==> config.mk <==
export PLATFORM = sky130hd
export DESIGN_NAME = stack_control_unit
export DESIGN_NICKNAME = d
export VERILOG_FILES = /design/src/rtl/stack_control_unit.sv
export SDC_FILE = /design/constraint.sdc
export NUM_CORES = 1
export LEC_CHECK = 0
export ABC_CLOCK_PERIOD_IN_PS = 2700
export BUFFER_PORTS_ARGS = -buffer_cell sky130_fd_sc_hd__clkbuf_2
export CAP_MARGIN = 20
export CORE_MARGIN = 2
export CORE_UTILIZATION = 35
export DETAILED_ROUTE_END_ITERATION = 7
export GPL_TIMING_DRIVEN = 0
export SLEW_MARGIN = 20
export SYNTH_ARGS = -nofsm -noshare
export SYNTH_HDL_FRONTEND = slang
export SYNTH_SLANG_ARGS = --single-unit
==> constraint.sdc <==
create_clock -name CLK -period 2.7 [get_ports CLK]
set_input_delay 0.27 -clock CLK [delete_from_list [all_inputs] [get_ports CLK]]
set_output_delay 0.27 -clock CLK [all_outputs]
set_load 0.02 [all_outputs]
==> src/rtl/stack_control_unit.sv <==
// Three-cycle FETCH/DECODE/EXEC control unit for a stack machine. It latches the
// fetched word into IR, decodes the opcode and drives PC, return-stack, data-stack and ALU controls.
module stack_control_unit #(
    parameter int IMM_W = 12,
    parameter int CNT_W = 16
) (
    input  logic               CLK,
    input  logic               Reset,
    input  logic [IMM_W+3:0]   inst,
    input  logic               Overflow,
    input  logic               Zero,
    input  logic               Stall,
    output logic               PCWrite,
    output logic [2:0]         PCControl,
    output logic [1:0]         RStackOP,
    output logic [1:0]         DStackOP,
    output logic [2:0]         ALUOp,
    output logic               DSel,
    output logic               Halted,
    output logic               Fault,
    output logic [CNT_W-1:0]   InstRetired
);

    typedef enum logic [2:0] {
        FETCH  = 3'd0,
        DECODE = 3'd1,
        EXEC   = 3'd2,
        HALT   = 3'd3,
        FAULT  = 3'd4
    } state_t;

    localparam logic [3:0] OP_NOP   = 4'd0;
    localparam logic [3:0] OP_PUSHI = 4'd1;
    localparam logic [3:0] OP_ALU   = 4'd2;
    localparam logic [3:0] OP_POP   = 4'd3;
    localparam logic [3:0] OP_DUP   = 4'd4;
    localparam logic [3:0] OP_JMP   = 4'd5;
    localparam logic [3:0] OP_BZ    = 4'd6;
    localparam logic [3:0] OP_CALL  = 4'd7;
    localparam logic [3:0] OP_RET   = 4'd8;
    localparam logic [3:0] OP_HALT  = 4'd15;

    state_t             state_reg;
    logic [IMM_W+3:0]   ir_reg;
    logic [CNT_W-1:0]   retired_reg;
    logic [3:0]         opcode;
    logic               call_overflow;
    logic               unused_imm;

    assign opcode        = ir_reg[IMM_W+3:IMM_W];
    assign call_overflow = (opcode == OP_CALL) && Overflow;
    // The immediate is consumed downstream by the PC and data-stack datapath.
    assign unused_imm    = ^ir_reg[IMM_W-1:3];
    assign InstRetired   = retired_reg;

    always_ff @(posedge CLK or negedge Reset) begin
        if (!Reset) begin
            state_reg   <= FETCH;
            ir_reg      <= '0;
            retired_reg <= '0;
        end else if (!Stall) begin
            case (state_reg)
                FETCH: begin
                    ir_reg    <= inst;
                    state_reg <= DECODE;
                end
                DECODE: begin
                    if (opcode == OP_HALT)
                        state_reg <= HALT;
                    else if (opcode > OP_RET)
                        state_reg <= FAULT;
                    else
                        state_reg <= EXEC;
                end
                EXEC: begin
                    if (call_overflow) begin
                        state_reg <= FAULT;
                    end else begin
                        state_reg   <= FETCH;
                        retired_reg <= retired_reg + 1'b1;
                    end
                end
                HALT:    state_reg <= HALT;
                FAULT:   state_reg <= FAULT;
                default: state_reg <= FAULT;
            endcase
        end
    end

    always_comb begin
        PCWrite   = 1'b0;
        PCControl = 3'd0;
        RStackOP  = 2'd0;
        DStackOP  = 2'd0;
        ALUOp     = 3'd0;
        DSel      = 1'b0;
        Halted    = (state_reg == HALT);
        Fault     = (state_reg == FAULT);
        case (state_reg)
            FETCH: begin
                PCWrite   = 1'b1;
                PCControl = 3'd4;
            end
            EXEC: begin
                case (opcode)
                    OP_PUSHI: begin
                        DStackOP = 2'd1;
                        DSel     = 1'b1;
                    end
                    OP_ALU: begin
                        DStackOP = 2'd3;
                        ALUOp    = ir_reg[2:0];
                    end
                    OP_POP: DStackOP = 2'd2;
                    OP_DUP: DStackOP = 2'd1;
                    OP_JMP: begin
                        PCWrite   = 1'b1;
                        PCControl = 3'd2;
                    end
                    OP_BZ: begin
                        DStackOP = 2'd2;
                        if (Zero) begin
                            PCWrite   = 1'b1;
                            PCControl = 3'd2;
                        end
                    end
                    OP_CALL: begin
                        // A return-stack overflow turns CALL into a silent trap.
                        if (!Overflow) begin
                            RStackOP  = 2'd1;
                            PCWrite   = 1'b1;
                            PCControl = 3'd2;
                        end
                    end
                    OP_RET: begin
                        RStackOP  = 2'd3;
                        PCWrite   = 1'b1;
                        PCControl = 3'd0;
                    end
                    default: ;
                endcase
            end
            default: ;
        endcase
        if (Stall) begin
            PCWrite  = 1'b0;
            RStackOP = 2'd0;
            DStackOP = 2'd0;
        end
        // Outputs are combinational, so mask them while Reset is held low.
        if (!Reset) begin
            PCWrite   = 1'b0;
            PCControl = 3'd0;
            RStackOP  = 2'd0;
            DStackOP  = 2'd0;
            ALUOp     = 3'd0;
            DSel      = 1'b0;
            Halted    = 1'b0;
            Fault     = 1'b0;
        end
    end

endmodule

======== Word-level counts from Yosys, hierarchy flattened ========
Index checks and enable logic that the tools add are counted.
word-level totals
  logic and storage cells ................. 59
  input port bits ......................... 21
  output and inout port bits .............. 30
  register bits after elaboration ......... 35
cells by class
  equal/unequal tests ..................... 13
  bitwise logic cells ..................... 2
  muxes and demuxes ....................... 32
  order comparisons ....................... 1
  add/subtract/negate cells ............... 1
  reduce and logical (&&, ||, !) cells .... 7
operator list
  kind                                                 number
  2-to-1 mux 3 bit                                     7
  adder 16 x 1 -> 16 bit, second input constant        1
  equality test 4 x 3 -> 1 bit, second input constant  4
  2-to-1 mux 2 bit                                     8
  one-hot mux 2 bit (3 select lines)                   2
  one-hot mux 3 bit (4 select lines)                   1
  2-to-1 mux 1 bit                                     10
  equality test 4 x 2 -> 1 bit, second input constant  2
  equality test 4 bit, second input constant           2
  equality test 3 x 2 -> 1 bit, second input constant  2
  one-hot mux 3 bit (2 select lines)                   1
  OR reduction 2 bit                                   3
  equality test 4 x 1 -> 1 bit, second input constant  1
  > comparator 4 bit, second input constant            1
  one-hot mux 2 bit (2 select lines)                   1
  equality test 3 x 1 -> 1 bit, second input constant  1
  equality test 3 bit, second input constant           1
  zero test 3 bit                                      1
  one-hot mux 1 bit (3 select lines)                   1
  AND reduction 3 bit                                  1
  NOT 1 bit                                            2
  one-hot mux 1 bit (2 select lines)                   1
  AND reduction 2 bit                                  1
  logical AND 1 bit                                    1

======== Depth between registers and ports, before layout ========
  word-level depth ........................ 6
  gate-level depth with buffers ........... 5
  gate-level depth less buffers ........... 5

======== Worst setup path before layout ========
Ideal clock, no wire load.
  kind .................................... register to output
  start ................................... register state_reg[0]
  end ..................................... output DStackOP[1]
  data required time ...................... 2.430 ns
  arrival ................................. 2.056 ns
  path slack .............................. 0.374 ns
  cell stages (with the launch flop) ...... 5
  path buffers ............................ 1
  cells stage by stage .................... dfrtp_1 clkbuf_1 and4bb_2 nand2b_1 a2111oi_0
on the way
  word-level cells in the longest chain between the ends .. 4
RTL lines
  what                          line  text
  from (decl)                   43    state_t state_reg;
  from (signal assigned)        58    state_reg <= FETCH;
  from (signal assigned)        65    state_reg <= DECODE;
  from (signal assigned)        69    state_reg <= HALT;
  equality test 3 x 2 -> 1 bit  99    case (state_reg)
  2-to-1 mux 2 bit              99
  2-to-1 mux 2 bit              145   if (Stall) begin
  2-to-1 mux 2 bit              151   if (!Reset) begin
  to (decl)                     16    output logic [1:0] DStackOP,
No other way between the ends.

======== Final worst setup path ========
  start ................................... register ir_reg[13]
  end ..................................... output PCWrite
on the way
  word-level cells in the longest chain between the ends .. 6
  elaborated cells between the ends (all ways) .. 9
  classes of those cells .................. eq/ne: 4; mux: 4; reduce/logical: 1
RTL lines
  what                                                                 line  text
  from (decl)                                                          44    logic [IMM_W+3:0] ir_reg;
  from (signal assigned)                                               64    ir_reg <= inst;
  equality test 4 bit or equality test 4 x 3 -> 1 bit (tied branches)  105   case (opcode)
  OR reduction 2 bit (no source line)                                  -
  one-hot mux 1 bit (3 select lines) *                                 105
  one-hot mux 1 bit (2 select lines) *                                 99
  2-to-1 mux 1 bit *                                                   145
  2-to-1 mux 1 bit *                                                   151
  to (decl)                                                            13    output logic PCWrite,
Every way passes the cells marked *; elsewhere a longest branch is shown, timed or not.

==> reports/results.ini <==
[run_status]
outcome = finished, final reports clean

[pwr]
peakVddDrop_mv = 0.244
leakage_nw = 0.772
power_density_nw_per_um2 = 727

[synth]
yosysTopAreaCellShare_pct = 46.2
ys_ff_latch = 26
syn_nets = 154
ys.flop_type = dfrtp_1
ys.warnings.count = 0
synthTopCellsByArea = dfrtp_1 46%, xnor2_1 8.1%, mux2_2 5.6%, a211oi_4 2.8%, nand4_1 2.7%
netlist.top_cell.by_area = dfrtp_1
yosysUniqueCellTypes = 38
synth_edf_count = 0
syn_inst = 132
synthesis.area_um2 = 1410
synth-async-reset-ratio_pct = 100
syn_avg_cell_area_um2 = 10.7
synth-seq-area-share_pct = 46.2

[worst_setup_path]
worstSetupPathType = reg2out
path_max_fanout = 10
cp-start-kind = flop
worstPathArrival_ns = 1.99
crit_buf_inv = 2
cp_data_required_time_ns = 2.43
cp_slowest_cell = or4b_2
critPathTopFamily = simple AND/OR/NAND/NOR gates
crit_chain = clkbuf_1 -> or4b_2 -> a31oi_1 -> clkbuf_2
crit_path_end_kind = output pin
slowest_delay_ns = 0.72

[detailed_routing]
ant_nets = 0
drc = 0
viasPerCell = 5.04
drt-wirelength-per-cell_um = 12.7
first_pass_iters = 4
routed_wl_um = 2840
vias = 1129
initialDrtViolationCount = 39

[finish]
drive_gt1_share_pct = 33.9
area_growth_pct = 21.2
instances_no_fill = 224
nNetsFinal = 198
n_antenna_cell = 0
largest_register_ffs = 16

[place]
place_inst = 221
hpwl_um = 2210
portBuffers = 39
dp_slack_ns = 0.507
gp_congestion = 0.738

[floorplanning]
row_count = 23
chipWidth_um = 67.4
io_pins = 51
die_h_um = 67.4
core_um2 = 3940
die_area_um2 = 4540
initial_core_util_pct = 35.7

[cts]
root_buffer = clkbuf_8
tritoncts = yes
clk_path_buf_depth = 2
cts_max_level = 1
cts.sinks = 26
cts_resized = 0
cts_buffers = 3
cts_setup_buffers = 0
cts_hold_buf = 0
insertion_delay_ns = 0.26
clkTransAtPathRegs_ns = 0.08

[sta]
fin_crit_sh_pct = 83.8
relSlewSlack_pct = 44.4
rsz0062_at_grt = no
hold_viol_final = 0
tightest_slew_ns = 0.827
period_minus_slack_ns = 2.26
setup_tns_ns = 0
finalClockSkew_ns = 0.00299
worst_hold_slack_ns = 0.0523
slew_violations = 0
setup_viol = 0
fmax_mhz = 442
fin_ws_ns = 0.438

[flow_run]
maxCapViolations = 0

[global_route]
met2_usage_pct = 22.8
antenna_found_initial = 0
use_met1_pct = 18.7
gr-usage-all-layers_pct = 13.6
grt_util_met3_pct = 2.33
grt_max_degree = 32
grt_overflow = 0
top_usage_layer = met2
grt_first_pass_wirelength_um = 4740
grt_pass1_vias = 1037

[worst_hold_path]
hold_path_class = in2async

[per-stage QoR]
step                      cell area, um2  total power, mW  utilization (%)
after CTS                           1710             1.26             43.3
final                               1710             1.24             43.3
after global routing                1710             1.35             43.3
after floorplan                     1410            0.916                -
after detailed placement            1670             1.05             42.2
after global placement              1670             1.02             42.2
[metal layers]
metal / vias to the layer above / wire length (um)
met5: - / 0
met3: 2 / 154
met4: 0 / 13
li1: 554 / -
met1: 538 / 1330
met2: 35 / 1340
[path summary, 6_finish.rpt]
kind                                 start               to  slack [ns]  depth (start not counted)
min in group CLK                  inst[13]       ir_reg[13]        0.22                          3
hold reg to reg            InstRetired[15]  InstRetired[15]        0.48                          1
hold / removal                       Reset   InstRetired[4]        0.05                          1
setup / recovery                ir_reg[13]          PCWrite        0.44                          4
max in group asynchronous            Reset       ir_reg[12]        2.19                          1
setup reg to reg              state_reg[2]  InstRetired[14]        0.76                          5
[cells by family after synthesis]
| logic type | count (synthesis) | share of synthesized area (%) |
|---|---|---|
| AO/OA/AOI/OAI | 17 | 9.42 |
| XOR/XNOR | 16 | 9.96 |
| adder cells (fa/ha/maj) | 1 | 0.889 |
| buffers and inverters | 11 | 4.09 |
| flip-flops | 26 | 46.2 |
| multiplexers | 7 | 5.60 |
| other | 1 | 0.266 |
| AND/OR/NAND/NOR | 53 | 23.6 |
[cells in the final DEF (no fill, tap or decap), types with 2 or more instances in the layout]
| cell type | count |
|---|---|
| and4b_1 | 3 |
| a211oi_4 | 2 |
| clkbuf_2 | 39 |
| xnor2_1 | 13 |
| nand2_1 | 8 |
| and2_1 | 3 |
| dfrtp_1 | 26 |
| nor2b_1 | 2 |
| clkbuf_1 | 5 |
| nand2b_1 | 2 |
| nor3_1 | 5 |
| inv_1 | 2 |
| a31oi_1 | 3 |
| nor2_1 | 5 |
| nand3_1 | 7 |
| and3_1 | 2 |
| o21ai_0 | 3 |
| buf_4 | 2 |
| xor2_1 | 3 |
| clkbuf_8 | 3 |
| mux2_2 | 7 |
| nand4_1 | 6 |
| a21oi_1 | 5 |
| o22a_1 | 2 |
[cell usage after synthesis, drive strengths merged, types with 3 or more instances]
library cell / n
clkbuf: 5
and2: 3
mux2: 7
nand2: 8
dfrtp: 26
nor3: 5
buf: 4
nand4: 6
nor2: 5
nand3: 7
and4b: 3
a21oi: 5
o21ai: 3
xnor2: 13
xor2: 3
a31oi: 3
[where the power goes]
part	total [mW]	leakage, nW	internal (mW)	switching (mW)
clock network	0.208	0.0216	0.0995	0.109
registers	0.542	0.338	0.480	0.0616
logic	0.491	0.413	0.205	0.286
[worst register-to-register path, stage by stage (launching register included)]
cell and delay [ns]:
dfrtp_1 0.38, buf_6 0.14, or4b_4 0.58, a211oi_4 0.38
nand4_1 0.19, xnor2_1 0.16
[layout make-up]
class                      count  area [um2]
clock buffer                   3        41.3
timing repair buffer          39         195
tap                           50        62.6
buffer                         9        50.0
multi-input combinational     95         699
sequential                    26         651
fill                         393        2240
inverter                       2        7.51
Note: power is estimated with default switching activity, not from simulation.
